### src/rtl/uart_pkg.sv
// -----------------------------------------------------------------------------
// uart_pkg
// Shared UART definitions for the transmitter (and the future receiver):
//   parity_t    - parity mode selection (NONE / EVEN / ODD)
//   tx_state_t  - transmitter frame sequencing states
//   calc_baud_div - clock cycles per bit, truncated division
// -----------------------------------------------------------------------------
package uart_pkg;

  typedef enum logic [1:0] {
    PARITY_NONE = 2'd0,
    PARITY_EVEN = 2'd1,
    PARITY_ODD  = 2'd2
  } parity_t;

  // State names carry a TX_ prefix so they never collide with the PARITY
  // parameter of modules that import this package.
  typedef enum logic [2:0] {
    TX_IDLE   = 3'd0,
    TX_START  = 3'd1,
    TX_DATA   = 3'd2,
    TX_PARITY = 3'd3,
    TX_STOP   = 3'd4
  } tx_state_t;

  localparam int MIN_DATA_BITS = 5;
  localparam int MAX_DATA_BITS = 9;

  // Clock cycles per serial bit; fractional part is dropped.
  function automatic int unsigned calc_baud_div(input int unsigned clk_hz,
                                                input int unsigned baud);
    return clk_hz / baud;
  endfunction

endpackage

### src/rtl/sync_fifo.sv
// -----------------------------------------------------------------------------
// sync_fifo
// Single-clock show-ahead FIFO. dout always presents the head entry, so a pop
// consumes the word visible in the same cycle.
// Ports:
//   clk, rst      - clock, asynchronous active-high reset (flushes contents)
//   push, din     - write request and data (ignored while full)
//   pop, dout     - read request and head data (ignored while empty)
//   full, empty   - occupancy flags, decoded from the count register
//   count         - number of stored words, 0..DEPTH
// -----------------------------------------------------------------------------
module sync_fifo #(
  parameter int WIDTH = 8,
  parameter int DEPTH = 16
) (
  input  logic                     clk,
  input  logic                     rst,
  input  logic                     push,
  input  logic                     pop,
  input  logic [WIDTH-1:0]         din,
  output logic [WIDTH-1:0]         dout,
  output logic                     full,
  output logic                     empty,
  output logic [$clog2(DEPTH):0]   count
);

  localparam int AW = $clog2(DEPTH);
  localparam logic [AW:0] FULL_COUNT = (AW+1)'(DEPTH);

  if ((DEPTH < 2) || ((DEPTH & (DEPTH - 1)) != 0)) begin : g_bad_depth
    $error("sync_fifo: DEPTH must be a power of two and at least 2");
  end

  logic [WIDTH-1:0] r_mem [DEPTH];
  logic [AW-1:0]    r_wr_ptr;
  logic [AW-1:0]    r_rd_ptr;
  logic [AW:0]      r_count;
  logic             w_do_push;
  logic             w_do_pop;

  assign w_do_push = push && (r_count != FULL_COUNT);
  assign w_do_pop  = pop  && (r_count != (AW+1)'(0));

  // Storage array, written on accepted pushes only (no reset needed).
  always_ff @(posedge clk) begin
    if (w_do_push) begin
      r_mem[r_wr_ptr] <= din;
    end
  end

  // Pointers and occupancy; pointers wrap naturally since DEPTH is 2^AW.
  always_ff @(posedge clk or posedge rst) begin
    if (rst) begin
      r_wr_ptr <= AW'(0);
      r_rd_ptr <= AW'(0);
      r_count  <= (AW+1)'(0);
    end else begin
      if (w_do_push) begin
        r_wr_ptr <= r_wr_ptr + AW'(1);
      end
      if (w_do_pop) begin
        r_rd_ptr <= r_rd_ptr + AW'(1);
      end
      case ({w_do_push, w_do_pop})
        2'b10:   r_count <= r_count + (AW+1)'(1);
        2'b01:   r_count <= r_count - (AW+1)'(1);
        default: r_count <= r_count;
      endcase
    end
  end

  assign dout  = r_mem[r_rd_ptr];
  assign full  = (r_count == FULL_COUNT);
  assign empty = (r_count == (AW+1)'(0));
  assign count = r_count;

endmodule

### src/rtl/uart_tx_stream.sv
// -----------------------------------------------------------------------------
// uart_tx_stream
// Buffered UART transmitter. Words enter a FIFO over a valid/ready stream and
// are serialised LSB first as start / data / optional parity / stop bits.
// Frames follow each other with no idle gap while the FIFO holds data.
// Ports:
//   clk, rst    - clock, asynchronous active-high reset
//   tx_data     - word to send (DATA_BITS wide)
//   tx_valid    - tx_data valid; accepted when tx_valid && tx_ready at an edge
//   tx_ready    - registered, low while the FIFO is full and during reset
//   uart_tx     - registered serial line, idle high
//   busy        - registered: frame in progress or words still queued
//   fifo_count  - queued words, excluding the frame currently on the line
// -----------------------------------------------------------------------------
module uart_tx_stream
  import uart_pkg::*;
#(
  parameter int unsigned CLK_FREQUENCY_HZ = 100_000_000,
  parameter int unsigned BAUD             = 9600,
  parameter int          DATA_BITS        = 8,
  parameter parity_t     PARITY           = PARITY_NONE,
  parameter int          STOP_BITS        = 1,
  parameter int          FIFO_DEPTH       = 16
) (
  input  logic                          clk,
  input  logic                          rst,
  input  logic [DATA_BITS-1:0]          tx_data,
  input  logic                          tx_valid,
  output logic                          tx_ready,
  output logic                          uart_tx,
  output logic                          busy,
  output logic [$clog2(FIFO_DEPTH):0]   fifo_count
);

  localparam int unsigned BAUD_DIV = calc_baud_div(CLK_FREQUENCY_HZ, BAUD);
  localparam int CNT_W = (BAUD_DIV < 2) ? 1 : $clog2(BAUD_DIV);
  localparam int CW    = $clog2(FIFO_DEPTH) + 1;

  localparam logic [CNT_W-1:0] BAUD_LAST  = CNT_W'(BAUD_DIV - 1);
  localparam logic [3:0]       DATA_LAST  = 4'(DATA_BITS - 1);
  localparam logic [3:0]       STOP_LAST  = 4'(STOP_BITS - 1);
  localparam logic [CW-1:0]    FULL_COUNT = CW'(FIFO_DEPTH);

  // Elaboration-time parameter legality checks.
  if (BAUD_DIV < 2) begin : g_bad_baud
    $error("uart_tx_stream: BAUD_DIV must be at least 2");
  end
  if ((DATA_BITS < MIN_DATA_BITS) || (DATA_BITS > MAX_DATA_BITS)) begin : g_bad_data
    $error("uart_tx_stream: DATA_BITS must be within 5..9");
  end
  if ((STOP_BITS < 1) || (STOP_BITS > 2)) begin : g_bad_stop
    $error("uart_tx_stream: STOP_BITS must be 1 or 2");
  end
  if ((FIFO_DEPTH < 2) || ((FIFO_DEPTH & (FIFO_DEPTH - 1)) != 0)) begin : g_bad_depth
    $error("uart_tx_stream: FIFO_DEPTH must be a power of two and at least 2");
  end

  // Parity bit of a payload word for the configured mode (unused for NONE).
  function automatic logic parity_of(input logic [DATA_BITS-1:0] d);
    if (PARITY == PARITY_ODD) begin
      return ~^d;
    end else begin
      return ^d;
    end
  endfunction

  // FIFO interface
  logic                 w_push;
  logic                 w_pop;
  logic [DATA_BITS-1:0] w_fifo_dout;
  logic                 w_fifo_full;
  logic                 w_fifo_empty;
  logic [CW-1:0]        w_fifo_count;
  logic [CW-1:0]        w_fifo_count_next;

  // Frame engine state
  tx_state_t            r_state;
  tx_state_t            w_state_next;
  logic [CNT_W-1:0]     r_baud_cnt;
  logic [CNT_W-1:0]     w_baud_cnt_next;
  logic [3:0]           r_bit_cnt;
  logic [3:0]           w_bit_cnt_next;
  logic [DATA_BITS-1:0] r_shift;
  logic [DATA_BITS-1:0] w_shift_next;
  logic                 r_parity_bit;
  logic                 w_parity_bit_next;
  logic                 w_baud_tick;
  logic                 w_line;

  // Registered outputs
  logic                 r_tx;
  logic                 r_busy;
  logic                 r_ready;

  assign w_push = tx_valid && r_ready;

  sync_fifo #(
    .WIDTH (DATA_BITS),
    .DEPTH (FIFO_DEPTH)
  ) u_fifo (
    .clk   (clk),
    .rst   (rst),
    .push  (w_push),
    .pop   (w_pop),
    .din   (tx_data),
    .dout  (w_fifo_dout),
    .full  (w_fifo_full),
    .empty (w_fifo_empty),
    .count (w_fifo_count)
  );

  assign w_fifo_count_next = w_fifo_count + CW'(w_push) - CW'(w_pop);
  assign w_baud_tick       = (r_baud_cnt == BAUD_LAST);

  // Frame sequencing: next state, counters, shift register and FIFO pop.
  always_comb begin
    w_state_next      = r_state;
    w_baud_cnt_next   = r_baud_cnt;
    w_bit_cnt_next    = r_bit_cnt;
    w_shift_next      = r_shift;
    w_parity_bit_next = r_parity_bit;
    w_pop             = 1'b0;

    case (r_state)
      TX_IDLE: begin
        if (!w_fifo_empty) begin
          w_pop             = 1'b1;
          w_shift_next      = w_fifo_dout;
          w_parity_bit_next = parity_of(w_fifo_dout);
          w_baud_cnt_next   = CNT_W'(0);
          w_bit_cnt_next    = 4'd0;
          w_state_next      = TX_START;
        end else begin
          w_state_next = TX_IDLE;
        end
      end

      TX_START: begin
        if (w_baud_tick) begin
          w_baud_cnt_next = CNT_W'(0);
          w_bit_cnt_next  = 4'd0;
          w_state_next    = TX_DATA;
        end else begin
          w_baud_cnt_next = r_baud_cnt + CNT_W'(1);
        end
      end

      TX_DATA: begin
        if (w_baud_tick) begin
          w_baud_cnt_next = CNT_W'(0);
          w_shift_next    = r_shift >> 1;
          if (r_bit_cnt == DATA_LAST) begin
            w_bit_cnt_next = 4'd0;
            if (PARITY == PARITY_NONE) begin
              w_state_next = TX_STOP;
            end else begin
              w_state_next = TX_PARITY;
            end
          end else begin
            w_bit_cnt_next = r_bit_cnt + 4'd1;
          end
        end else begin
          w_baud_cnt_next = r_baud_cnt + CNT_W'(1);
        end
      end

      TX_PARITY: begin
        if (w_baud_tick) begin
          w_baud_cnt_next = CNT_W'(0);
          w_bit_cnt_next  = 4'd0;
          w_state_next    = TX_STOP;
        end else begin
          w_baud_cnt_next = r_baud_cnt + CNT_W'(1);
        end
      end

      TX_STOP: begin
        if (w_baud_tick) begin
          w_baud_cnt_next = CNT_W'(0);
          if (r_bit_cnt == STOP_LAST) begin
            w_bit_cnt_next = 4'd0;
            // Chain straight into the next frame when more data is queued.
            if (!w_fifo_empty) begin
              w_pop             = 1'b1;
              w_shift_next      = w_fifo_dout;
              w_parity_bit_next = parity_of(w_fifo_dout);
              w_state_next      = TX_START;
            end else begin
              w_state_next = TX_IDLE;
            end
          end else begin
            w_bit_cnt_next = r_bit_cnt + 4'd1;
          end
        end else begin
          w_baud_cnt_next = r_baud_cnt + CNT_W'(1);
        end
      end

      default: begin
        w_state_next    = TX_IDLE;
        w_baud_cnt_next = CNT_W'(0);
        w_bit_cnt_next  = 4'd0;
      end
    endcase
  end

  // Line level implied by the current state; registered one cycle later.
  always_comb begin
    case (r_state)
      TX_IDLE:   w_line = 1'b1;
      TX_START:  w_line = 1'b0;
      TX_DATA:   w_line = r_shift[0];
      TX_PARITY: w_line = r_parity_bit;
      TX_STOP:   w_line = 1'b1;
      default:   w_line = 1'b1;
    endcase
  end

  // Frame engine registers.
  always_ff @(posedge clk or posedge rst) begin
    if (rst) begin
      r_state      <= TX_IDLE;
      r_baud_cnt   <= CNT_W'(0);
      r_bit_cnt    <= 4'd0;
      r_shift      <= DATA_BITS'(0);
      r_parity_bit <= 1'b0;
    end else begin
      r_state      <= w_state_next;
      r_baud_cnt   <= w_baud_cnt_next;
      r_bit_cnt    <= w_bit_cnt_next;
      r_shift      <= w_shift_next;
      r_parity_bit <= w_parity_bit_next;
    end
  end

  // Output registers. Ready drops on the edge that fills the FIFO and only
  // returns one edge after a pop has freed a slot.
  always_ff @(posedge clk or posedge rst) begin
    if (rst) begin
      r_tx    <= 1'b1;
      r_busy  <= 1'b0;
      r_ready <= 1'b0;
    end else begin
      r_tx    <= w_line;
      r_busy  <= (w_state_next != TX_IDLE) || (w_fifo_count_next != CW'(0));
      r_ready <= (w_fifo_count_next != FULL_COUNT) && !w_fifo_full;
    end
  end

  assign uart_tx    = r_tx;
  assign busy       = r_busy;
  assign tx_ready   = r_ready;
  assign fifo_count = w_fifo_count;

endmodule

### config.mk
export PLATFORM = sky130hd
export DESIGN_NAME = uart_tx_stream
export DESIGN_NICKNAME = d
export VERILOG_FILES = /design/src/rtl/uart_pkg.sv /design/src/rtl/sync_fifo.sv /design/src/rtl/uart_tx_stream.sv
export SDC_FILE = /design/constraint.sdc
export NUM_CORES = 1
export LEC_CHECK = 0
export CAP_MARGIN = 5
export CORE_AREA = 3 3 120 133
export DETAILED_ROUTE_END_ITERATION = 7
export DIE_AREA = 0 0 123 136
export DONT_BUFFER_PORTS = 1
export GPL_TIMING_DRIVEN = 0
export PLACE_DENSITY_LB_ADDON = 0.2
export SYNTH_ARGS = -nofsm -noshare
export SYNTH_HDL_FRONTEND = slang
export SYNTH_HIERARCHICAL = 1
export SYNTH_SLANG_ARGS = --single-unit
### constraint.sdc
create_clock -name clk -period 4.7 [get_ports clk]
set_input_delay 1.175 -clock clk [delete_from_list [all_inputs] [get_ports clk]]
set_output_delay 1.175 -clock clk [all_outputs]
set_load 0.03 [all_outputs]
# Yosys cells after proc, flatten, opt, wreduce, memory -nomap -nowiden
# Memory sizes are Yosys's and may differ from the RTL's.
# Index checks and enable logic that the tools add are counted.
[word_totals]
ramBits = 128
input_bits = 11
mem_count = 1
word_cells = 92
regBits = 46
[mem_list]
columns = ["memory", "depth", "word_bits", "read_ports", "rd_clocked_by_memory_dff", "write_ports", "line_no", "rtl"]
rows = [
  ["u_fifo.r_mem", 16, 8, 1, 0, 1, "sync_fifo.sv:34", "logic [WIDTH-1:0] r_mem [DEPTH];"],
]
[op_classes]
n_eq_ne = 16
addsub = 8
reduce_logical = 21
muxes = 35
[op_table]
columns = ["op", "n"]
rows = [
  ["8-bit 2-to-1 mux", 4],
  ["14-bit 2-to-1 mux", 2],
  ["14-bit case mux with 2 select lines", 1],
  ["4-bit 2-to-1 mux", 6],
  ["8-bit case mux with 3 select lines", 1],
  ["3-bit 2-to-1 mux", 6],
  ["4-bit case mux with 4 select lines", 1],
  ["3-bit case mux with 5 select lines", 1],
  ["14-bit by 1-bit adder with 14-bit output (second input constant)", 1],
  ["14-bit equality test (second input constant)", 1],
  ["4-bit by 1-bit adder with 4-bit output (second input constant)", 3],
  ["5-bit inequality test (second input constant)", 2],
  ["5-bit case mux with 2 select lines", 1],
  ["5-bit nonzero test", 2],
  ["1-bit 2-to-1 mux", 9],
  ["2-bit inequality test (second input constant)", 4],
  ["4-bit AND reduction", 2],
  ["8-bit XOR reduction", 1],
  ["3-bit by 2-bit equality test with 1-bit output (second input constant)", 2],
  ["3-bit nonzero test", 2],
  ["5-bit by 1-bit adder with 5-bit output", 1],
  ["5-bit by 1-bit adder with 5-bit output (second input constant)", 1],
  ["5-bit equality test (second input constant)", 1],
  ["5-bit zero test", 1],
  ["19 further kinds", 24],
]

# Longest topological paths before layout
[depth]
depth_word = 8
ltp_mapped = 15
depth_no_buf = 14

# Cells and area by module
# The synthesis kept the hierarchy.
[by_module_without_submodules]
columns = ["mod", "area_each_um2", "cells_each", "seq_area_each_um2", "instances"]
rows = [
  ["sync_fifo", 5836.8, 333, 4169.0, 1],
  ["uart_tx_stream", 2068.2, 219, 827.0, 1],
]

# Worst setup path before layout
# Ideal clock, no wire load.
[synth_path]
kind = "flip-flop to flip-flop"
from = "register r_baud_cnt[6]"
to = "register u_fifo.r_count[4] (netlist: u_fifo/count[4])"
required_time_ps = 4564
arrival_ps = 3281
path_stages_with_launch = 15
setup_slack_ps = 1283
synth_period_minus_slack_ps = 3417
path_cell_list = "dfrtp_1 -> or3b_4 -> nor4_4 -> a21oi_2 -> nor3_4 -> nor2b_1 -> buf_6 -> ha_1 -> inv_1 -> fa_1 -> nor2b_1 -> o21ai_0 -> nand3_1 -> or3b_1 -> xnor2_1"
[synth_between]
elab_chain_len = 6
word_cells_on_any_way = 8
cone_classes = "eq/ne (3); mux (3); reduce/logical (2)"
[synth_rtl]
columns = ["item", "line_no", "rtl"]
rows = [
  ["start, declared", "uart_tx_stream.sv:79", "logic [CNT_W-1:0] r_baud_cnt;"],
  ["start signal, assigned", "uart_tx_stream.sv:229", "r_baud_cnt <= w_baud_cnt_next;"],
  ["14-bit equality test (*)", "uart_tx_stream.sv:113", "assign w_baud_tick = (r_baud_cnt == BAUD_LAST);"],
  ["1-bit 2-to-1 mux (*)", "uart_tx_stream.sv:178", "if (w_baud_tick) begin"],
  ["1-bit case mux with 2 select lines (*)", "uart_tx_stream.sv:124", "case (r_state)"],
  ["named net w_pop", "uart_tx_stream.sv:69", "logic w_pop;"],
  ["1-bit logical AND (*)", "sync_fifo.sv:42", "assign w_do_pop = pop && (r_count != (AW+1)'(0));"],
  ["named net u_fifo.w_do_pop", "sync_fifo.sv:39", "logic w_do_pop;"],
  ["2-bit by 1-bit equality test with 1-bit output or 2-bit equality test (tied branches)", "sync_fifo.sv:64", "case ({w_do_push, w_do_pop})"],
  ["5-bit case mux with 2 select lines or 2-bit nonzero test (tied branches)", "-", ""],
  ["end signal, assigned", "sync_fifo.sv:65", "2'b10: r_count <= r_count + (AW+1)'(1);"],
  ["end signal, assigned", "sync_fifo.sv:66", "2'b01: r_count <= r_count - (AW+1)'(1);"],
  ["end signal, assigned", "sync_fifo.sv:67", "default: r_count <= r_count;"],
  ["end, declared", "sync_fifo.sv:37", "logic [AW:0] r_count;"],
]
# The timed path passes the listed nets; every way through them passes the cells marked *.
# A chain may end at the register's enable or synchronous reset.

# Final worst setup path
# Same ends and word-level chain as after synthesis.

==> summary.txt <==
Tot GR Track Use: 19.91%
Max Cap Violations: 0
Tot Pwr: 3.757 mW
clock skew: 10.02 ps
pin count of the biggest net entering global routing: 34
CP max stage delay: 420 ps
Setup CP Type: flop to flop
H-tree Lvls: 4
Port Buf Inserts: 0
number of synthesized flops with an enable pin: 128
async set-reset flop share out of synthesis: 26.44%
Final Net Count: 603
CP bufs+invs: 2
Placed Area: 0.008145 mm2
Worst-Skew Late Latency: 430 ps
Fmax: 0.2612 GHz
CTS clock-pin slew for the worst setup and hold paths: 60 ps
Remaining DRCs: 0
Ys Warns: 6
adder-cell area share of the yosys netlist: 3.197%
max_slew headroom: 13.64%
Synth Cell Area: 0.007905 mm2
crit path capture type: flop
mux contribution to synthesized area: 9.370%
CP top delay family: simple AND/OR/NAND/NOR gates
post-synthesis compound-gate area fraction: 8.041%
slowest CP cell: or3b_4
#FFs+latches synth: 174
post-route ant nets: 0
Worst setup SP type: flop
LEAKAGE: 3.392 nW
Inserted Clock Buffers: 17
Syn Area/Cell: 14.32 um2
Synth top area share: 48.62%
GR Layer Usage met2: 33.82%
Simple-Gate Fraction of Synth Area: 8.563%
TritonCTS clock tree: done
Area growth, synth to finish: 10.45%
area leader, netlist: edfxtp_1
GRT met3 Usage: 4.494%
num ports: 19
Vias: 4482
power per cell area: 430.3 mW/mm2
initial drt markers: 329
most frequent CP cell: nor2b_1
critical path arrival: 4120 ps
Hold Path Class: flop to flop
top cells by area, synth: edfxtp_1 49%, dfrtp_1 14%, mux4_2 4.6%, mux2i_1 3.3%, ha_1 2.7%
Netlist cell types: 69
post-CTS resize count: 0
maximum vdd drop: 0.0002642 V
clk root buf: clkbuf_16
Initial Util: 54.29%
total grt overflow: 0
Mapped Cells: 552
post-DP HPWL: 10390 um
full die area: 0.01673 mm2
final slew viol count: 0
clock sink count: 174
Post-CTS Hold Fix Bufs: 0
Chip Width: 123 um
Synth Area in XOR/XNOR: 3.435%
via/cell ratio: 5.761
Placer Congestion: 0.8055
initial antenna violation count: 0
Final Hold Vio Count: 0
final setup fails: 0
Die Y: 136 um
Core ar.: 0.01456 mm2
post-synthesis sequential area ratio: 63.20%
first-pass GRT wire length: 24440 um
fin crit share: 81.46%
gr busiest metal: met2
WL final: 15130 um
status: finished, final reports clean
TNS Setup: 0 ps
layout cell share with drive strength beyond 1: 15.02%
routed len/inst: 19.45 um
worst slew pin tran: 1285 ps
number of global-route vias before repair: 4523
Initial DRT Pass Iterations: 6
# Post-CTS Setup Buffers: 0
largest family of logic cells by synthesized area: multiplexers
crit path max fanout: 11
design area: 0.008731 mm2
diode count: 0
maximum root-to-sink buffer count: 2
Critical Path, Cell by Cell: or3b_4, nor4_4, a21oi_2, nor3_4, nor2b_1, buf_6, ha_1, inv_1, fa_1, nor2b_1, o21ai_0, nand3_1, or3b_1, xnor2_1
met1 Use GR: 25.20%
syn nets: 582
RSZ-0062 raised after global routing: false
FP Rows: 46
Synth Flop Type: edfxtp_1
min cycle time layout: 3829 ps
CP required: 4990 ps
-- sequential cells by signal, summed over array words and instances, names as in the netlist --
signal	count
u_fifo/r_mem	128
r_baud_cnt	14
r_shift	8
u_fifo/count	5
r_bit_cnt	4
u_fifo/r_rd_ptr	4
u_fifo/r_wr_ptr	4
r_state	3
busy	1
r_parity_bit	1
tx_ready	1
uart_tx	1
-- through the flow --
stage | hold slack (ps) | worst slack [ps] | instances | util (%)
final | 511.3 | 871.2 | 778 | 59.96
after global routing | 541.2 | 594.9 | 778 | 59.96
after CTS | 516.0 | 851.5 | 776 | 59.79
after detailed placement | 503.1 | 865.5 | 744 | 55.94
after global placement | 489.5 | 925.0 | 744 | 55.94
after floorplan | 464.4 | 1283 | 552 | -
-- power breakdown --
| group | leakage, nW | internal [mW] | switching [mW] | total (mW) |
|---|---|---|---|---|
| registers | 1.73 | 1.80 | 0.118 | 1.92 |
| logic | 1.39 | 0.206 | 0.309 | 0.515 |
| clock network | 0.273 | 0.738 | 0.584 | 1.32 |
| total | 3.39 | 2.75 | 1.01 | 3.76 |
-- area by class of cell --
class	instances	area, um2
fill	1138	5831
multi-input combinational	312	2577
buffer	29	192.7
clock inverter	14	131.4
clock buffer	18	429.2
tap	192	240.2
inverter	37	138.9
timing repair buffer	2	25.02
sequential	174	4996
-- logic make-up (layout without fill, tap and decap cells) --
kind of cell,count (synthesis),in the layout
flops,174,174
compound gates,88,88
buf+inv,66,100
xor+xnor,31,31
mux,52,52
fa+ha+maj,19,19
simple gates,122,122
-- Yosys cell counts (all sizes together), types with 2 or more instances --
cell / number
a21o: 3
nor2: 28
clkbuf: 9
edfxtp: 128
and2: 2
ha: 17
xor2: 15
nor3: 7
mux4: 16
a222oi: 7
a22oi: 8
inv: 37
dfrtp: 45
o21ai: 31
nand4: 8
fa: 2
o21bai: 2
nand3: 5
xnor2: 16
mux2: 10
and3: 4
nand3b: 2
or2: 4
a21oi: 18
mux2i: 26
a221oi: 8
or3: 3
nand2: 35
nor2b: 4
nor3b: 2
buf: 20
nand2b: 5
or3b: 4
nor4: 3
-- placed cells by master (no fill, tap or decap), types with 7 or more instances in the layout --
cell	synthesis	layout
clkbuf_1	9	10
nand2_1	34	34
ha_1	17	17
a221oi_2	8	8
buf_6	8	8
mux2i_1	26	26
mux2_1	7	7
a21oi_1	17	17
clkbuf_16	0	17
dfrtp_1	45	45
xor2_1	15	15
xnor2_1	16	16
mux4_2	16	16
o21ai_1	12	12
o21ai_0	19	19
nand4_1	8	8
edfxtp_1	128	128
a22oi_1	8	8
buf_2	7	8
nor2_1	28	28
inv_1	37	36
a222oi_1	7	7
-- layer usage --
metal | vias up | wire length (um)
met5 | - | 0
met4 | 0 | 223
met3 | 19 | 602
met2 | 113 | 7960
met1 | 2252 | 6345
li1 | 2098 | -
-- path summary, 6_finish.rpt --
check	depth (start not counted)	slack, ps	end	from
setup / recovery	14	870	u_fifo/count[4]$_DFFE_PP0P_	r_baud_cnt[6]$_DFFE_PP0N_
hold / removal	1	510	r_baud_cnt[0]$_DFFE_PP0N_	r_baud_cnt[0]$_DFFE_PP0N_
setup reg to reg	14	870	u_fifo/count[4]$_DFFE_PP0P_	r_baud_cnt[6]$_DFFE_PP0N_
hold reg to reg	1	510	r_baud_cnt[0]$_DFFE_PP0N_	r_baud_cnt[0]$_DFFE_PP0N_
max in group asynchronous	1	3650	u_fifo/count[1]$_DFFE_PP0P_	rst
min in group asynchronous	1	550	busy$_DFF_PP0_	rst
(Power assumes the default switching activity.)
